$ cat src/rtl/pc_unit.sv
// ---------------------------------------------------------------------------
// pc_unit -- program counter for the 16-bit datapath.
//
// Holds the PC and selects the next PC from a sequential step, a conditional
// branch (offset already word-shifted upstream), an absolute jump, or a
// register/return target. A misaligned candidate (bit0 set) freezes the unit
// with a sticky fault that only rst clears.
//
// Optional feature macro: PC_RAS_EN
//   Defined   -> RAS_DEPTH-entry circular return-address stack. link pushes
//                pc_seq, pc_src=11 pops the top, and popping an empty stack
//                raises the fault.
//   Undefined -> no stack, link ignored, pc_src=11 jumps to reg_target.
//
// Ports:
//   clk            system clock, rising edge
//   rst            synchronous active-high reset
//   pc_write       advance the PC this cycle (0 = hold all state)
//   pc_src         00 seq, 01 cond branch, 10 abs jump, 11 register/return
//   branch_cond    branch taken flag (pc_src=01 only)
//   shifted_offset branch offset, already shifted left by 2
//   jump_target    absolute jump address
//   reg_target     register jump address
//   link           call: push return address (PC_RAS_EN only)
//   pc_out         current PC (registered)
//   pc_seq         pc_out + PC_STEP (combinational)
//   fault          sticky misalignment / underflow fault (registered)
// ---------------------------------------------------------------------------
module pc_unit #(
  parameter logic [15:0] RESET_VECTOR = 16'h0000,
  parameter logic [15:0] PC_STEP      = 16'h0002,
  parameter int          RAS_DEPTH    = 4
) (
  input  logic        clk,
  input  logic        rst,
  input  logic        pc_write,
  input  logic [1:0]  pc_src,
  input  logic        branch_cond,
  input  logic [15:0] shifted_offset,
  input  logic [15:0] jump_target,
  input  logic [15:0] reg_target,
  input  logic        link,
  output logic [15:0] pc_out,
  output logic [15:0] pc_seq,
  output logic        fault
);

  logic [15:0] pc_r;
  logic        fault_r;
  logic [15:0] cand_s;
  logic        pop_s;
  logic        bad_s;

  assign pc_out = pc_r;
  assign fault  = fault_r;
  // 16-bit modulo add; carry out is intentionally dropped.
  assign pc_seq = pc_r + PC_STEP;

`ifdef PC_RAS_EN
  localparam int PTR_W = (RAS_DEPTH > 1) ? $clog2(RAS_DEPTH) : 1;
  localparam int CNT_W = $clog2(RAS_DEPTH + 1);

  logic [15:0]      ras_mem_r [RAS_DEPTH];
  logic [PTR_W-1:0] ras_ptr_r;     // next slot to be written
  logic [CNT_W-1:0] ras_count_r;   // valid entries, saturates at RAS_DEPTH
  logic [PTR_W-1:0] top_idx_s;
  logic [PTR_W-1:0] ptr_inc_s;
  logic [15:0]      ras_top_s;
  logic             underflow_s;
  logic             unused_reg_target_s;

  assign unused_reg_target_s = ^reg_target;

  // Circular index arithmetic for the stack pointer.
  always_comb begin
    top_idx_s = ras_ptr_r - PTR_W'(1);
    ptr_inc_s = ras_ptr_r + PTR_W'(1);
    if (ras_ptr_r == PTR_W'(0)) begin
      top_idx_s = PTR_W'(RAS_DEPTH - 1);
    end else begin
      top_idx_s = ras_ptr_r - PTR_W'(1);
    end
    if (ras_ptr_r == PTR_W'(RAS_DEPTH - 1)) begin
      ptr_inc_s = PTR_W'(0);
    end else begin
      ptr_inc_s = ras_ptr_r + PTR_W'(1);
    end
  end

  assign ras_top_s   = ras_mem_r[top_idx_s];
  assign underflow_s = pop_s && (ras_count_r == CNT_W'(0));
`else
  logic unused_link_s;

  assign unused_link_s = link ^ (RAS_DEPTH > 0);
`endif

  // Next-PC candidate selection.
  always_comb begin
    cand_s = pc_seq;
    pop_s  = 1'b0;
    case (pc_src)
      2'b00: cand_s = pc_seq;
      2'b01: begin
        if (branch_cond) begin
          cand_s = pc_seq + shifted_offset;
        end else begin
          cand_s = pc_seq;
        end
      end
      2'b10: cand_s = jump_target;
      2'b11: begin
`ifdef PC_RAS_EN
        cand_s = ras_top_s;
        pop_s  = 1'b1;
`else
        cand_s = reg_target;
`endif
      end
      default: cand_s = pc_seq;
    endcase
  end

  // Any fault condition blocks the PC and stack update.
`ifdef PC_RAS_EN
  assign bad_s = cand_s[0] | underflow_s;
`else
  assign bad_s = cand_s[0];
`endif

  // PC, sticky fault and return-stack state.
  always_ff @(posedge clk) begin
    if (rst) begin
      pc_r    <= RESET_VECTOR;
      fault_r <= 1'b0;
`ifdef PC_RAS_EN
      ras_ptr_r   <= PTR_W'(0);
      ras_count_r <= CNT_W'(0);
      for (int i = 0; i < RAS_DEPTH; i++) begin
        ras_mem_r[i] <= 16'h0000;
      end
`endif
    end else if (pc_write && !fault_r) begin
      if (bad_s) begin
        fault_r <= 1'b1;
      end else begin
        pc_r <= cand_s;
`ifdef PC_RAS_EN
        // Push uses pc_seq of the current PC, independent of pc_src.
        if (pop_s && link) begin
          ras_mem_r[top_idx_s] <= pc_seq;
        end else if (pop_s) begin
          ras_ptr_r   <= top_idx_s;
          ras_count_r <= ras_count_r - CNT_W'(1);
        end else if (link) begin
          // When full, ras_ptr_r already points at the oldest entry.
          ras_mem_r[ras_ptr_r] <= pc_seq;
          ras_ptr_r            <= ptr_inc_s;
          if (ras_count_r != CNT_W'(RAS_DEPTH)) begin
            ras_count_r <= ras_count_r + CNT_W'(1);
          end
        end
`endif
      end
    end
  end

endmodule

$ cat config.mk
export PLATFORM = sky130hd
export DESIGN_NAME = pc_unit
export DESIGN_NICKNAME = d
export VERILOG_FILES = /design/src/rtl/pc_unit.sv
export SDC_FILE = /design/constraint.sdc
export NUM_CORES = 1
export LEC_CHECK = 0
export ABC_AREA = 1
export ABC_CLOCK_PERIOD_IN_PS = 6200
export CORE_AREA = 2 2 102 55
export CTS_CLUSTER_DIAMETER = 40
export DETAILED_ROUTE_END_ITERATION = 10
export DIE_AREA = 0 0 104 57
export HOLD_SLACK_MARGIN = 0.05
export PLACE_DENSITY = 0.95
export SLEW_MARGIN = 25
export SYNTH_ARGS = -nofsm -noshare
export SYNTH_HDL_FRONTEND = slang
export SYNTH_SLANG_ARGS = --single-unit
$ cat constraint.sdc
create_clock -name clk -period 6.2 [get_ports clk]
set_input_delay 0.93 -clock clk [delete_from_list [all_inputs] [get_ports clk]]
set_output_delay 0.93 -clock clk [all_outputs]
set_load 0.02 [all_outputs]
### After elaboration in Yosys (flattened, before gate mapping)

Index checks and enable logic that the tools add are counted.

* add/subtract/negate cells: 2
* bitwise operators: 1
* equality and inequality tests: 3
* reduce and logical (&&, ||, !) cells: 5
* mux-type cells: 2

Operator list (count)
* $pmux 16 s4: 1
* $add 16x16->16: 1
* $add 16x2->16 const B: 1
* $mux 16: 1
* $eq 2x2->1 const B: 2
* $reduce_and 2->1: 2
* $eq 2x1->1 const B: 1
* $logic_not 2->1: 1
* $logic_and 1x1->1: 1
* $logic_not 1->1: 1
* $not 1->1: 1

* register bits after elaboration: 16
* bits of input ports: 55
* word-level logic and storage cells: 15

### Depth between registers and ports, before layout

Gate-level depths: netlist of the first run.

* depth in word-level cells: 6
* gate-level depth with buffers: 22

### Least setup slack after synthesis of the first run

OpenSTA, ideal clock, no wires.

* path kind: reg-to-reg
* from: register pc_r[1], in the netlist pc_out[1]
* to: register pc_r[15], in the netlist pc_out[15]
* required time: 6130 ps
* buffers on the path: 0
* period minus slack after synthesis: 2865 ps
* path slack: 3335 ps
* stages on the path, launching flop included: 21
* arrival time: 2795 ps
* cells stage by stage: dfxtp_1 -> ha_1 -> nand2_4 -> nor2_4 -> inv_2 -> nor2_4 -> xor2_1 -> ha_1 -> nand2_1 -> inv_1 -> nand2_1 -> nand2_1 -> a21oi_1 -> nand2_1 -> nand2_1 -> nand3_1 -> nand2_1 -> nand3_1 -> nand2_1 -> nand2_1 -> a21oi_1

* longest elaborated chain between the ends: 4

Ends and longest elaborated chain
* start: declaration: line 48 `logic [15:0] pc_r;`
* start signal: assignment: line 147 `pc_r <= cand_s;`
* $add 16x2->16: line 57 `assign pc_seq = pc_r + PC_STEP;`
* via pc_seq[9]: line 44 `output logic [15:0] pc_seq,`
* $add 16x16->16: line 106 `cand_s = pc_seq + shifted_offset;`
* $mux 16: line 105 `if (branch_cond) begin`
* $pmux 16 s4: line 102 `case (pc_src)`

The timed path passes the listed nets, and every way through them passes these cells.
A chain may end at the register's enable or synchronous reset.

### Worst setup path after layout of the first run

* from: register pc_r[1], in the netlist pc_out[1]
* to: output pc_seq[9]

* longest elaborated chain between the ends: 1

Ends and longest elaborated chain (line)
* $add 16x2->16: 57
* end: declaration: 44

No other way between the ends.

==> results.yml, run 1 <==
cts:
  cts_buffer_depth: 2
  post_cts_buffers: 0
  h-tree-depth: 1
  ctsHoldBuffers: 0
  cts_tree: "done"
  cts_buffers: 3
  cts-root-buf: "clkbuf_8"
  clk_latency_ns: 0.26
  path_clk_slew_ns: 0.07
  clock-sinks: 16
  cts-resized-gates: 0
timing:
  fin_tns_setup_ns: 0
  setup_viol: 0
  tightest_slew_ns: 0.839
  post-route-period-util: 0.548
  max_slew_margin: 0.439
  fin_crit_ns: 3.40
  holdWs_ns: 0.513
  finalHoldViolCount: 0
  rsz0062_at_grt: "false"
  skew_ns: 0.00394
  fmax_ghz: 0.294
  report.final.slew_viol_count: 0
place:
  gp_congestion: 0.962
  numPortBuffers: 84
  dp_hpwl_mm: 6.86
  dp.cells: 548
finish:
  layout_commonest_cell: "nand2_1"
  fin_nets: 555
  final_cell_mix: "nand2_1 (123), clkdlybuf4s50_1 (84), inv_1 (50)"
  layout-drive-gt1-share: 0.0752
  post-route-util: 0.643
  fillCellCount: 483
  final_cells: 552
  area_delta_synth_final_pct: 37.8
  antenna_cells: 0
pwr:
  leakage_uw: 0.00154
  max-vdd-ir-drop_mv: 0.110
  p_per_area_nw_per_um2: 151
outcome:
  status: "finished clean"
global_route:
  antenna_found_initial: 0
  grt_overflow_total: 0
  grt_pass1_wl_mm: 13.5
  grt_max_degree: 20
  grtUsageTotal: 0.285
  grt_pass1_vias: 2756
job:
  maxCapViolCount: 0
detailed_routing:
  drt_iter0_drc: 344
  ant_nets: 0
  vias: 3018
  wl_per_cell_um: 15.0
  first_pass_iters: 5
  routed_via_density: 5.47
  wl_mm: 8.30
  drc_errors: 0
floorplanning:
  die_h_um: 57
  fp.dieArea_um2: 5930
  start_util: 0.466
  ios: 88
  coreArea_um2: 5130
  die_w_um: 104
  row_count: 19
critical_path:
  reg2reg_slack_ns: 3.14
  worst_ep_arrival_time_ns: 2.47
  path_class: "reg2out"
  slowest_delay_ns: 0.69
  crit_family: "buffers and inverters"
  critPathBufInv: 2
  crit_path_frequent_cell: "nor2_4"
  critPathLaunchType: "register"
  critPathCaptureType: "primary output"
  crit_chain: "ha_1 > nand2_4 > nor2_4 > inv_2 > nor2_4 > xor2_1 > clkdlybuf4s50_1"
  crit_required_ns: 5.27
  critPathSlowestCell: "clkdlybuf4s50_1"
  critPathMaxFanout: 4
synthesis:
  netlist_area_um2: 2390
  synth_top_area_frac: 0.193
  synth_seq_area_share: 0.134
  synth.area.top_cells: "nand2_1 (19%), dfxtp_1 (13%), ha_1 (9.9%)"
  syn_area_per_cell_um2: 5.99
  ys_types: 48
  synth_ff_type: "dfxtp_1"
  yosys.area.top_type: "nand2_1"
  async_flop_share: 0
  yosys_warnings: 0
  syn_inst: 400
  synth-seq-cells: 16
  synth_edf_count: 0
worst_hold_path:
  hp-class: "reg2reg"
==> per-stage QoR <==
stage | area (µm²) | setup WS [ns] | power [µW]
5_1_grt | 3300 | 2.68 | 532
2_1_floorplan | 2400 | 3.33 | 290
6_report | 3300 | 2.80 | 497
3_5_place_dp | 3240 | 2.98 | 397
3_3_place_gp | 3240 | 3.06 | 391
4_1_cts | 3300 | 2.80 | 494
==> layer usage <==
| metal | vias up | wire [µm] | part of all wire | global-route usage |
|---|---|---|---|---|
| li1 | 1470 | - | - | - |
| met1 | 1361 | 3800 | 0.46 | 0.405 |
| met2 | 172 | 3420 | 0.41 | 0.435 |
| met3 | 15 | 944 | 0.11 | 0.0777 |
| met4 | 0 | 142 | 0.017 | 0.0637 |
| met5 | - | 0 | 0 | 0 |
==> cell type report <==
cell class / instances / area, µm² / area share
clock buffers: 4 / 55.1 / 0.0167
repair buffers: 84 / 841 / 0.255
flip-flops and latches: 16 / 320 / 0.0971
multi-input cells: 315 / 1760 / 0.534
inverters: 60 / 230 / 0.0698
well taps: 73 / 91.3 / 0.0277
==> logic make-up (layout without fill, tap and decap cells) <==
logic type               after synthesis  in the layout  synth area share
AO/OA/AOI/OAI                         81             81             0.210
XOR/XNOR                               8              8            0.0293
adder cells (fa/ha/maj)               20             20             0.108
buffers and inverters                 70            148             0.132
flip-flops                            16             16             0.134
other                                  1              2           0.00157
AND/OR/NAND/NOR                      204            204             0.386
==> worst paths after layout <==
check / start / end / depth (start not counted)
hold / removal: pc_out[15]$_SDFFE_PP0P_ / pc_out[15]$_SDFFE_PP0P_ / 2
setup reg to reg: pc_out[1]$_SDFFE_PP0P_ / pc_out[11]$_SDFFE_PP0P_ / 20
setup / recovery: pc_out[1]$_SDFFE_PP0P_ / pc_seq[9] / 7
hold reg to reg: pc_out[15]$_SDFFE_PP0P_ / pc_out[15]$_SDFFE_PP0P_ / 2
==> report_power, final <==
| group | total (µW) | internal [µW] | switching (µW) |
|---|---|---|---|
| clock | 96.4 | 56.5 | 39.9 |
| combinational | 275 | 117 | 158 |
| sequential | 126 | 112 | 13.7 |
==> Yosys cell counts, types with 7 or more instances <==
cell     instances
nor2_1          27
nand3_1         29
inv_2            8
dfxtp_1         16
nand2_1        123
xor2_1           7
o21ai_1          7
o21ai_0         17
inv_1           50
a21oi_1         26
ha_1            19
==> tightest hold or removal path: stages (launching register included) <==
cell and delay [ns]:
dfxtp_1 0.34, nand2_1 0.07, a21oi_1 0.06
==> state kept, by name, indices dropped and copies added (netlist names) <==
name,flops
fault,1
pc_out,15
No activity file was read; power rests on OpenSTA's default activity.
==> run 2: changes to the inputs <==
--- a/config.mk
+++ b/config.mk
@@ -6,13 +6,13 @@
 export NUM_CORES = 1
 export LEC_CHECK = 0
 export ABC_AREA = 1
-export ABC_CLOCK_PERIOD_IN_PS = 6200
-export CORE_AREA = 2 2 102 55
+export ABC_CLOCK_PERIOD_IN_PS = 3250
+export CORE_AREA = 2 2 106 57
 export CTS_CLUSTER_DIAMETER = 40
 export DETAILED_ROUTE_END_ITERATION = 10
-export DIE_AREA = 0 0 104 57
+export DIE_AREA = 0 0 108 59
 export HOLD_SLACK_MARGIN = 0.05
-export PLACE_DENSITY = 0.95
+export PLACE_DENSITY = 0.9
 export SLEW_MARGIN = 25
 export SYNTH_ARGS = -nofsm -noshare
 export SYNTH_HDL_FRONTEND = slang
==> constraint.sdc (replaced) <==
create_clock -name clk -period 3.25 [get_ports clk]
set_input_delay 0.4875 -clock clk [delete_from_list [all_inputs] [get_ports clk]]
set_output_delay 0.4875 -clock clk [all_outputs]
set_load 0.02 [all_outputs]
==> run 2 against run 1 <==
  * Global-route usage is 3.3 points lower
  * Clock skew is 0.0017 ns lower
  * Largest power group unchanged
  * Largest cell class unchanged
  * Setup slack worse by 2.6 ns
  * Sequential power is 90% higher
  * Critical path type is now reg2reg
  * Die area is 7.5% higher
==> results.yml, run 2 (same netlist as run 1, synthesis figures left out) <==
detailed_routing:
  drc_errors: 0
  vias: 2957
  first_pass_iters: 5
  wl_per_cell_um: 14.0
  routed_via_density: 5.31
  ant_nets: 0
  drt_iter0_drc: 227
  wl_mm: 7.79
timing:
  fmax_ghz: 0.333
  tightest_slew_ns: 0.610
  setup_ws_ns: 0.251
  report.final.slew_viol_count: 0
  max_slew_margin: 0.592
  fin_tns_setup_ns: 0
  post-route-period-util: 0.923
  setup_viol: 0
  rsz0062_at_grt: "false"
  skew_ns: 0.00227
  fin_crit_ns: 3.00
  finalHoldViolCount: 0
job:
  maxCapViolCount: 0
critical_path:
  critPathSlowestCell: "ha_1"
  critPathLaunchType: "register"
  critPathBufInv: 4
  crit_chain: "inv_1 > nor3_4 > nand2_2 > nor2_4 > xor2_1 > inv_1 > ha_1 > nand2_1 > inv_1 > nand3_1 > nand2_1 > inv_1 > nor2_1 > nor2_1 > nand2_1 > nand3_1 > nand2_1 > nand2_1 > nand2_1 > a21oi_1"
  crit_path_frequent_cell: "nand2_1"
  crit_family: "simple AND/OR/NAND/NOR gates"
  slowest_delay_ns: 0.40
  path_class: "reg2reg"
  crit_required_ns: 3.36
  critPathMaxFanout: 6
  worst_ep_arrival_time_ns: 3.11
  critPathCaptureType: "register"
cts:
  cts-root-buf: "clkbuf_8"
  path_clk_slew_ns: 0.06
  clock-sinks: 16
  h-tree-depth: 1
  cts_tree: "done"
  cts_buffer_depth: 2
  clk_latency_ns: 0.25
  ctsHoldBuffers: 0
  cts_buffers: 3
finish:
  layout_commonest_cell: "nand2_1"
  final_cell_mix: "nand2_1 (123), clkdlybuf4s50_1 (84), inv_1 (50)"
  post-route-util: 0.623
  fin_nets: 561
  antenna_cells: 0
  layout-drive-gt1-share: 0.0868
  final_cells: 557
  area_delta_synth_final_pct: 39.1
  largest_register_ffs: 15
place:
  preCtsSetupSlack_ns: 0.341
  dp_hpwl_mm: 6.51
  numPortBuffers: 84
  dp.cells: 553
  gp_congestion: 0.958
global_route:
  grt_pass1_wl_mm: 12.7
  antenna_found_initial: 0
  grt_pass1_vias: 2692
  grt_overflow_total: 0
  grtUsageTotal: 0.252
  grt_max_degree: 16
pwr:
  max-vdd-ir-drop_mv: 0.209
  leakage_uw: 0.00156
  p_per_area_nw_per_um2: 275
  p_total_uw: 917
floorplanning:
  die_h_um: 59
  fp.dieArea_um2: 6370
  die_w_um: 108
  ios: 88
  coreArea_um2: 5350
  start_util: 0.448
  row_count: 19
worst_hold_path:
  hp-class: "reg2reg"
outcome:
  status: "finished clean"
==> run 2: cell count changes in the layout (fill, tap and decap cells not counted), sizes merged <==
| cell | previous run | this run |
|---|---|---|
| buf | 0 | 6 |
| clkbuf | 4 | 3 |
==> run 2: tightest hold or removal path: cells and delay by family, from the launching register on <==
kind / cells / cell delay [ns]
and+or+nand+nor: 1 / 0.07
AOI/OAI and AO/OA: 1 / 0.05
DFF: 1 / 0.34
==> run 2: path summary, 6_finish.rpt <==
check                     startpoint                       to  slack, ns  cells past startpoint
max           pc_out[2]$_SDFFE_PP0P_  pc_out[11]$_SDFFE_PP0P_       0.25                     20
min          pc_out[14]$_SDFFE_PP0P_  pc_out[14]$_SDFFE_PP0P_       0.51                      2
max reg2reg   pc_out[2]$_SDFFE_PP0P_  pc_out[11]$_SDFFE_PP0P_       0.25                     20
min reg2reg  pc_out[14]$_SDFFE_PP0P_  pc_out[14]$_SDFFE_PP0P_       0.51                      2
==> run 2: per-layer routing <==
metal / global-route usage / routed length [µm] / vias up
met5: 0 / 0 / -
met4: 0.0421 / 108 / 0
met3: 0.0363 / 588 / 14
met2: 0.422 / 3440 / 135
met1: 0.355 / 3650 / 1326
li1: - / - / 1482
==> run 2: timing repair <==
| action | in CTS | in global routing |
|---|---|---|
| endpoints found under the hold margin | 0 | 0 |
| setup buffers | 0 | 1 |
| setup endpoints to repair | 0 | 2 |
| gates resized for setup | 0 | 1 |
==> run 2: where the power goes <==
| part | leakage (µW) | internal (µW) | switching, µW |
|---|---|---|---|
| clock | 0.0000216 | 82.2 | 65.6 |
| sequential | 0.000132 | 214 | 25.2 |
| combinational | 0.00141 | 230 | 300 |
| total | 0.00156 | 526 | 391 |
==> run 2: layout make-up <==
type                       instances  area [µm²]
clock buffer                       3        41.3
fill                             524        2020
inverter                          60         230
multi-input combinational        315        1760
sequential                        16         322
tap                               73        91.3
timing repair buffer              90         886
==> run 2: through the flow <==
step	cell area (µm²)	hold slack [ns]
global placement	3280	0.504
CTS	3320	0.515
finish	3330	0.512
detailed placement	3280	0.505
global route	3330	0.538
floorplan	2400	0.562
